<file path="src/rtl/cache_line_refill.sv">
// Line-refill controller: fetches one cache line word by word from a 32-bit memory port.
// Optional one-entry line buffer enabled by defining CACHE_LINE_REFILL_LINEBUF_EN.
module cache_line_refill #(
   parameter  int unsigned NrWordsPerLine = 4,
   localparam int unsigned LineSize       = 32 * NrWordsPerLine
) (
   input  logic                clk_i,
   input  logic                rstn_i,
   input  logic                line_req_i,
   input  logic [31:0]         line_addr_i,
   output logic                line_valid_o,
   output logic [LineSize-1:0] line_data_o,
   output logic                word_req_o,
   output logic [31:0]         word_addr_o,
   input  logic                word_rvalid_i,
   input  logic [31:0]         word_rdata_i,
   output logic [1:0]          state_o
);

   localparam int unsigned OffBits = $clog2(LineSize / 8);
   localparam int unsigned KW      = $clog2(NrWordsPerLine);
   localparam logic [31:0] OffMask = 32'((64'd1 << OffBits) - 64'd1);

   typedef enum logic [1:0] {
      IDLE  = 2'd0,
      FETCH = 2'd1,
      DRAIN = 2'd2,
      DONE  = 2'd3
   } state_e;

   state_e                state_q;
   logic [KW-1:0]         k_q;
   logic [31:0]           line_q;
   logic [LineSize-1:0]   data_q;
   logic                  word_req_q;
   logic [31:0]           word_addr_q;

   logic [31:0]           req_line;
   logic                  mismatch;
   logic                  beat;
   logic                  last_word;

   assign req_line  = line_addr_i & ~OffMask;
   assign mismatch  = !line_req_i || (req_line != line_q);
   assign beat      = word_rvalid_i && word_req_q;
   assign last_word = &k_q;

`ifdef CACHE_LINE_REFILL_LINEBUF_EN
   logic                  buf_valid_q;
   logic [31:0]           buf_addr_q;
   logic [LineSize-1:0]   buf_data_q;
   logic                  buf_hit;

   assign buf_hit = buf_valid_q && (buf_addr_q == req_line);
`endif

   always_ff @(posedge clk_i or negedge rstn_i) begin
      if (!rstn_i) begin
         state_q     <= IDLE;
         k_q         <= '0;
         line_q      <= '0;
         data_q      <= '0;
         word_req_q  <= 1'b0;
         word_addr_q <= '0;
`ifdef CACHE_LINE_REFILL_LINEBUF_EN
         buf_valid_q <= 1'b0;
         buf_addr_q  <= '0;
         buf_data_q  <= '0;
`endif
      end else begin
         case (state_q)
            IDLE: begin
               if (line_req_i) begin
                  line_q <= req_line;
                  k_q    <= '0;
`ifdef CACHE_LINE_REFILL_LINEBUF_EN
                  if (buf_hit) begin
                     data_q  <= buf_data_q;
                     state_q <= DONE;
                  end else begin
                     state_q     <= FETCH;
                     word_req_q  <= 1'b1;
                     word_addr_q <= req_line;
                  end
`else
                  state_q     <= FETCH;
                  word_req_q  <= 1'b1;
                  word_addr_q <= req_line;
`endif
               end
            end
            FETCH: begin
               if (beat) begin
                  data_q[k_q*32 +: 32] <= word_rdata_i;
                  if (mismatch) begin
                     state_q    <= IDLE;
                     word_req_q <= 1'b0;
                  end else if (last_word) begin
                     state_q    <= DONE;
                     word_req_q <= 1'b0;
                  end else begin
                     k_q         <= k_q + 1'b1;
                     word_addr_q <= word_addr_q + 32'd4;
                  end
               end else if (mismatch) begin
                  // The outstanding word must still be consumed before going idle.
                  state_q <= DRAIN;
               end
            end
            DRAIN: begin
               if (beat) begin
                  state_q    <= IDLE;
                  word_req_q <= 1'b0;
               end
            end
            DONE: begin
               state_q <= IDLE;
`ifdef CACHE_LINE_REFILL_LINEBUF_EN
               if (!mismatch) begin
                  buf_valid_q <= 1'b1;
                  buf_addr_q  <= line_q;
                  buf_data_q  <= data_q;
               end
`endif
            end
            default: state_q <= IDLE;
         endcase
      end
   end

   // The delivery pulse is suppressed in the same cycle the cache withdraws or retargets.
   assign line_valid_o = (state_q == DONE) && !mismatch;
   assign line_data_o  = data_q;
   assign word_req_o   = word_req_q;
   assign word_addr_o  = word_addr_q;
   assign state_o      = state_q;

endmodule

</file>
<file path="config.mk">
export PLATFORM = sky130hd
export DESIGN_NAME = cache_line_refill
export DESIGN_NICKNAME = d
export VERILOG_FILES = /design/src/rtl/cache_line_refill.sv
export SDC_FILE = /design/constraint.sdc
export NUM_CORES = 1
export LEC_CHECK = 0
export CAP_MARGIN = 10
export CORE_MARGIN = 2
export CORE_UTILIZATION = 49
export DETAILED_ROUTE_END_ITERATION = 10
export GPL_ROUTABILITY_DRIVEN = 0
export GPL_TIMING_DRIVEN = 1
export PLACE_DENSITY = 0.8
export SLEW_MARGIN = 20
export SYNTH_ARGS = -nofsm -noshare
export SYNTH_HDL_FRONTEND = slang
export SYNTH_SLANG_ARGS = --single-unit
</file>
<file path="constraint.sdc">
create_clock -name clk_i -period 2.75 [get_ports clk_i]
set_input_delay 0.6875 -clock clk_i [delete_from_list [all_inputs] [get_ports clk_i]]
set_output_delay 0.6875 -clock clk_i [all_outputs]
set_load 0.05 [all_outputs]
</file>
==> results.txt, run 1 <==
In this run the cell area measured after placement is 11990 sq um. The wire length reported by the detailed router is 26920 um, and the fraction of registers with async set or reset after synthesis is 100.0%. Summing the areas of all compound-gate instances in the mapped netlist gives 13.18% of the synthesized area. The area fraction in and, or, nand and nor cells after synthesis was 21.75%.

The via count was 8313. The cell area after technology mapping is 8941 sq um, and the sequential cell area in the final layout is 4780 sq um. Clock latency on the worst-skew pair, taken at its later pin, is 0.44 ns. Measured along the x axis, the die boundary spans 139.1 um. Clock-pin slew was measured on the worst setup and hold paths at 0.08 ns. After layout, the worst path uses 102.5% of the clock period. The critical path in this run is classified as primary input to primary output. Entering global routing, the biggest net connects 65 pins. The worst-case IR drop observed on VDD is 0.4466 mV.

The logs give 0 for the DRC violation count after routing and 0 for the total grt overflow. The number of enable flip-flop cells after synthesis is 0, and the time the final worst path needs with I/O delays and setup is 2.818 ns. The synthesized netlist devotes 1.539% of its cell area to adder and majority cells. The share of cells above drive strength 1 was 16.52%. The region available for standard cell placement spans 17960 sq um. The initial utilization of the core area, before any placement, comes to 49.77%. The final setup skew was 0.01258 ns; the die height was 139.1 um. Once detail routing completed, the nets flagged for antenna violations numbered 0.

The worst setup path is launched from a primary input. The worst endpoint required time came out at 2.06 ns. Cell class contributing the biggest share of worst-path delay: simple AND/OR/NAND/NOR gates. Number of DRC violations after detailed-routing iteration 0: 737. The number of buffers inserted for hold repair after clock tree synthesis came out at 0.

CTS saw 191 sinks. The root buffer cell chosen for the clock tree is sky130_fd_sc_hd__clkbuf_16. The final setup violation count is 1, and the overall power of the completed layout is 0.006686 W. By area, the combinational part of the netlist is dominated by simple AND/OR/NAND/NOR gates. The tools report the count of final hold-check violations as 0. After synthesis the netlist holds a flip-flop and latch count of 191.

The largest total area in the synthesized netlist belongs to sky130_fd_sc_hd__dfrtp_1. The gate count after technology mapping was 960; the detailed-router iteration count before antenna repair was 6. The total buffers and inverters traversed by the critical path is 2, and the antenna diode count is 0. The H-tree was split into 4 levels.

Setup repair after global routing could not meet its margin everywhere. The via count of the first global-routing pass came out at 7878. For this design the static power due to leakage is 5.585 nW. In this run the biggest area consumer among cell types represents 53.46% of the synthesized area.

The post-route cell area was 12830 sq um. The tools report the number of max-slew violations in the final report as 0. The total routing resource utilization after global routing came out at 27.76%. In the post-synthesis netlist, the biggest area contributors are sky130_fd_sc_hd__dfrtp_1 53%, sky130_fd_sc_hd__nand2_1 13%, sky130_fd_sc_hd__o21ai_0 7.6%, sky130_fd_sc_hd__mux2_2 4.0%, sky130_fd_sc_hd__xnor2_1 2.7%. The multi-input combinational cells in the finished layout cover a total of 4121 sq um.

The flow ran to the end, but the final reports show violations. The count of buffers inserted at the top-level ports was 225; the placed wire-length estimate after detailed placement was 18930 um. For the sum of negative setup slack, the log shows -0.06835 ns. The layout net count was 1313; the synthesis warning total was 0. The largest driver fanout on the critical path is 2. For this run, the leading register cell type out of synthesis is sky130_fd_sc_hd__dfrtp_1. The floorplan has 49 rows. A synthesized cell averages 9.314 sq um. Summing the areas of all xor and xnor instances in the mapped netlist gives 2.743% of the synthesized area. In the routed layout, each cell is associated on average with a via count of 5.632. After synthesis, the netlist uses 63 different library cells. The number of antenna violations at the first check in global routing was 0.

For the final critical-path setup slack, the log shows -0.06835 ns. Measured against the total synthesized area, the mux share comes to 4.142%. After filler insertion, the fill cell instance count of the layout stands at 1309. For the pin with the worst max-slew slack, the measured transition is 0.5901 ns. The tools report the sequential area share after synthesis as 53.46%. TritonCTS built the clock tree. Peak per-stage delay on the critical path: 0.36 ns. The deepest clock path buffer count is 2. STA classifies the critical path endpoint as a primary output.

The path class of the tightest hold or removal check is primary input to async pin. The power density over the cells works out to 521.0 nW/um^2. Data arrives at the worst endpoint at 2.13 ns. Timing would allow up to 354.8 MHz.

The number of buffers inserted during clock tree synthesis came out at 17. Traced cell by cell, the critical path runs through dlygate4sd2_1 > xnor2_2 > nand4_1 > nor4_4 > nand2_2 > nor2_4 > buf_12. In the final routed layout, each cell accounts on average for 18.24 um. The die outline area came out at 19340 sq um.

For this design the top-level I/O count stands at 232. First-pass GRT wire length: 42960 um. The slowest stage of the critical path is the sky130_fd_sc_hd__nor4_4 cell.

The area growth from synthesis to layout is 43.52%. The worst reg-to-reg setup slack is 0.24 ns, and the normalized max-slew margin is 60.54%. The final reports fail on negative setup slack. Across the run, the number of max-cap violations was 0.
## sequential cells by signal (all words and copies together) (netlist names)
name,flops
state_o,2
word_addr_o,30
word_req_o,1
line_q,28
line_data_o,128
k_q,2
## report_power, final
group / leakage [nW] / switching (W) / internal, W
registers: 2.61 / 0.000141 / 0.00290
logic: 2.66 / 0.000582 / 0.000406
clock network: 0.310 / 0.00124 / 0.00141
total: 5.58 / 0.00197 / 0.00472
## placed cells by master (no fill, tap or decap), types with 10 or more instances in the layout
| cell | count |
|---|---|
| sky130_fd_sc_hd__buf_4 | 79 |
| sky130_fd_sc_hd__inv_1 | 11 |
| sky130_fd_sc_hd__o21ai_0 | 136 |
| sky130_fd_sc_hd__nand2_1 | 303 |
| sky130_fd_sc_hd__clkbuf_16 | 17 |
| sky130_fd_sc_hd__ha_1 | 11 |
| sky130_fd_sc_hd__clkdlybuf4s50_1 | 194 |
| sky130_fd_sc_hd__xnor2_2 | 22 |
| sky130_fd_sc_hd__mux2_2 | 32 |
| sky130_fd_sc_hd__nor2_1 | 11 |
| sky130_fd_sc_hd__dlygate4sd2_1 | 16 |
| sky130_fd_sc_hd__dfrtp_1 | 191 |
| sky130_fd_sc_hd__nand3_1 | 23 |
| sky130_fd_sc_hd__nor3_1 | 10 |
| sky130_fd_sc_hd__nand4_1 | 15 |
## path summary, 6_finish.rpt
kind                                             start                           to  cells past startpoint
setup / recovery                       line_addr_i[30]                 line_valid_o                      7
hold / removal                                  rstn_i  line_data_o[64]$_DFFE_PN0P_                      1
setup reg to reg                    k_q[0]$_DFFE_PN0P_  word_addr_o[21]$_DFFE_PN0P_                      8
hold reg to reg            line_data_o[23]$_DFFE_PN0P_  line_data_o[23]$_DFFE_PN0P_                      2
max in group asynchronous                       rstn_i        line_q[5]$_DFFE_PN0P_                      2
min in group clk_i         line_data_o[23]$_DFFE_PN0P_  line_data_o[23]$_DFFE_PN0P_                      2
## final cells by class
class	instances	area share (%)
inverter	11	0.3218
clock inverter	15	1.697
clock buffer	17	3.315
timing repair buffer	311	23.07
tap	229	2.233
sequential	191	37.25
multi-input combinational	702	32.12
## layer usage
metal	global-route usage, %	share of wire, %
met5	0	0
met4	9.304	2.7
met3	5.007	8.2
met2	45.81	48
met1	37.37	41
## cells by family after synthesis
| family | count (synthesis) |
|---|---|
| and+or+nand+nor | 430 |
| AOI/OAI and AO/OA | 198 |
| DFF | 191 |
| buffers and inverters | 68 |
| muxes | 33 |
| xor gates and xnor gates | 28 |
| adders and majority gates | 11 |
| other | 1 |
## timing repair
action                     in CTS  in global routing
setup endpoints to repair       1                  1
cloned                          0                  0
gates resized for setup        77                  4
pin swaps                      22                  6
setup buffers                   3                  1
## stage by stage
| stage | hold slack, ns | setup WS [ns] | utilization [%] | instances |
|---|---|---|---|---|
| 6_report | 0.1709 | -0.06835 | 71.44 | 1476 |
| 5_1_grt | 0.1956 | -0.1059 | 71.44 | 1476 |
| 4_1_cts | 0.1843 | -0.009337 | 71.32 | 1475 |
| 3_5_place_dp | 0.4692 | -0.4201 | 66.75 | 1440 |
| 3_3_place_gp | 0.4610 | -0.3834 | 66.75 | 1440 |
| 2_1_floorplan | 0.3919 | 0.1215 | - | 961 |
## synthesized netlist by cell type, types with 4 or more instances
master and count:
sky130_fd_sc_hd__nand2_1 309, sky130_fd_sc_hd__dfrtp_1 191, sky130_fd_sc_hd__o21ai_0 136, sky130_fd_sc_hd__clkbuf_1 47
sky130_fd_sc_hd__mux2_2 32, sky130_fd_sc_hd__xnor2_1 28, sky130_fd_sc_hd__nand3_1 23, sky130_fd_sc_hd__nand4_1 15
sky130_fd_sc_hd__nor2_1 12, sky130_fd_sc_hd__ha_1 11, sky130_fd_sc_hd__inv_1 11, sky130_fd_sc_hd__nor3_1 11
sky130_fd_sc_hd__and3_1 9, sky130_fd_sc_hd__a21oi_1 7, sky130_fd_sc_hd__a22oi_1 7, sky130_fd_sc_hd__and4_1 7
sky130_fd_sc_hd__and2_1 6, sky130_fd_sc_hd__nor3b_1 5, sky130_fd_sc_hd__or3_1 5, sky130_fd_sc_hd__or4_1 5
sky130_fd_sc_hd__nor4_1 4, sky130_fd_sc_hd__o211ai_1 4, sky130_fd_sc_hd__o22ai_1 4
Note: power is estimated with default switching activity, not from simulation.
==> inputs of run 2 (changes only) <==
- HOLD_SLACK_MARGIN: unset -> 0.08
==> results of run 2 <==
No change in the layout: final DEF, timing and power equal those of run 1.
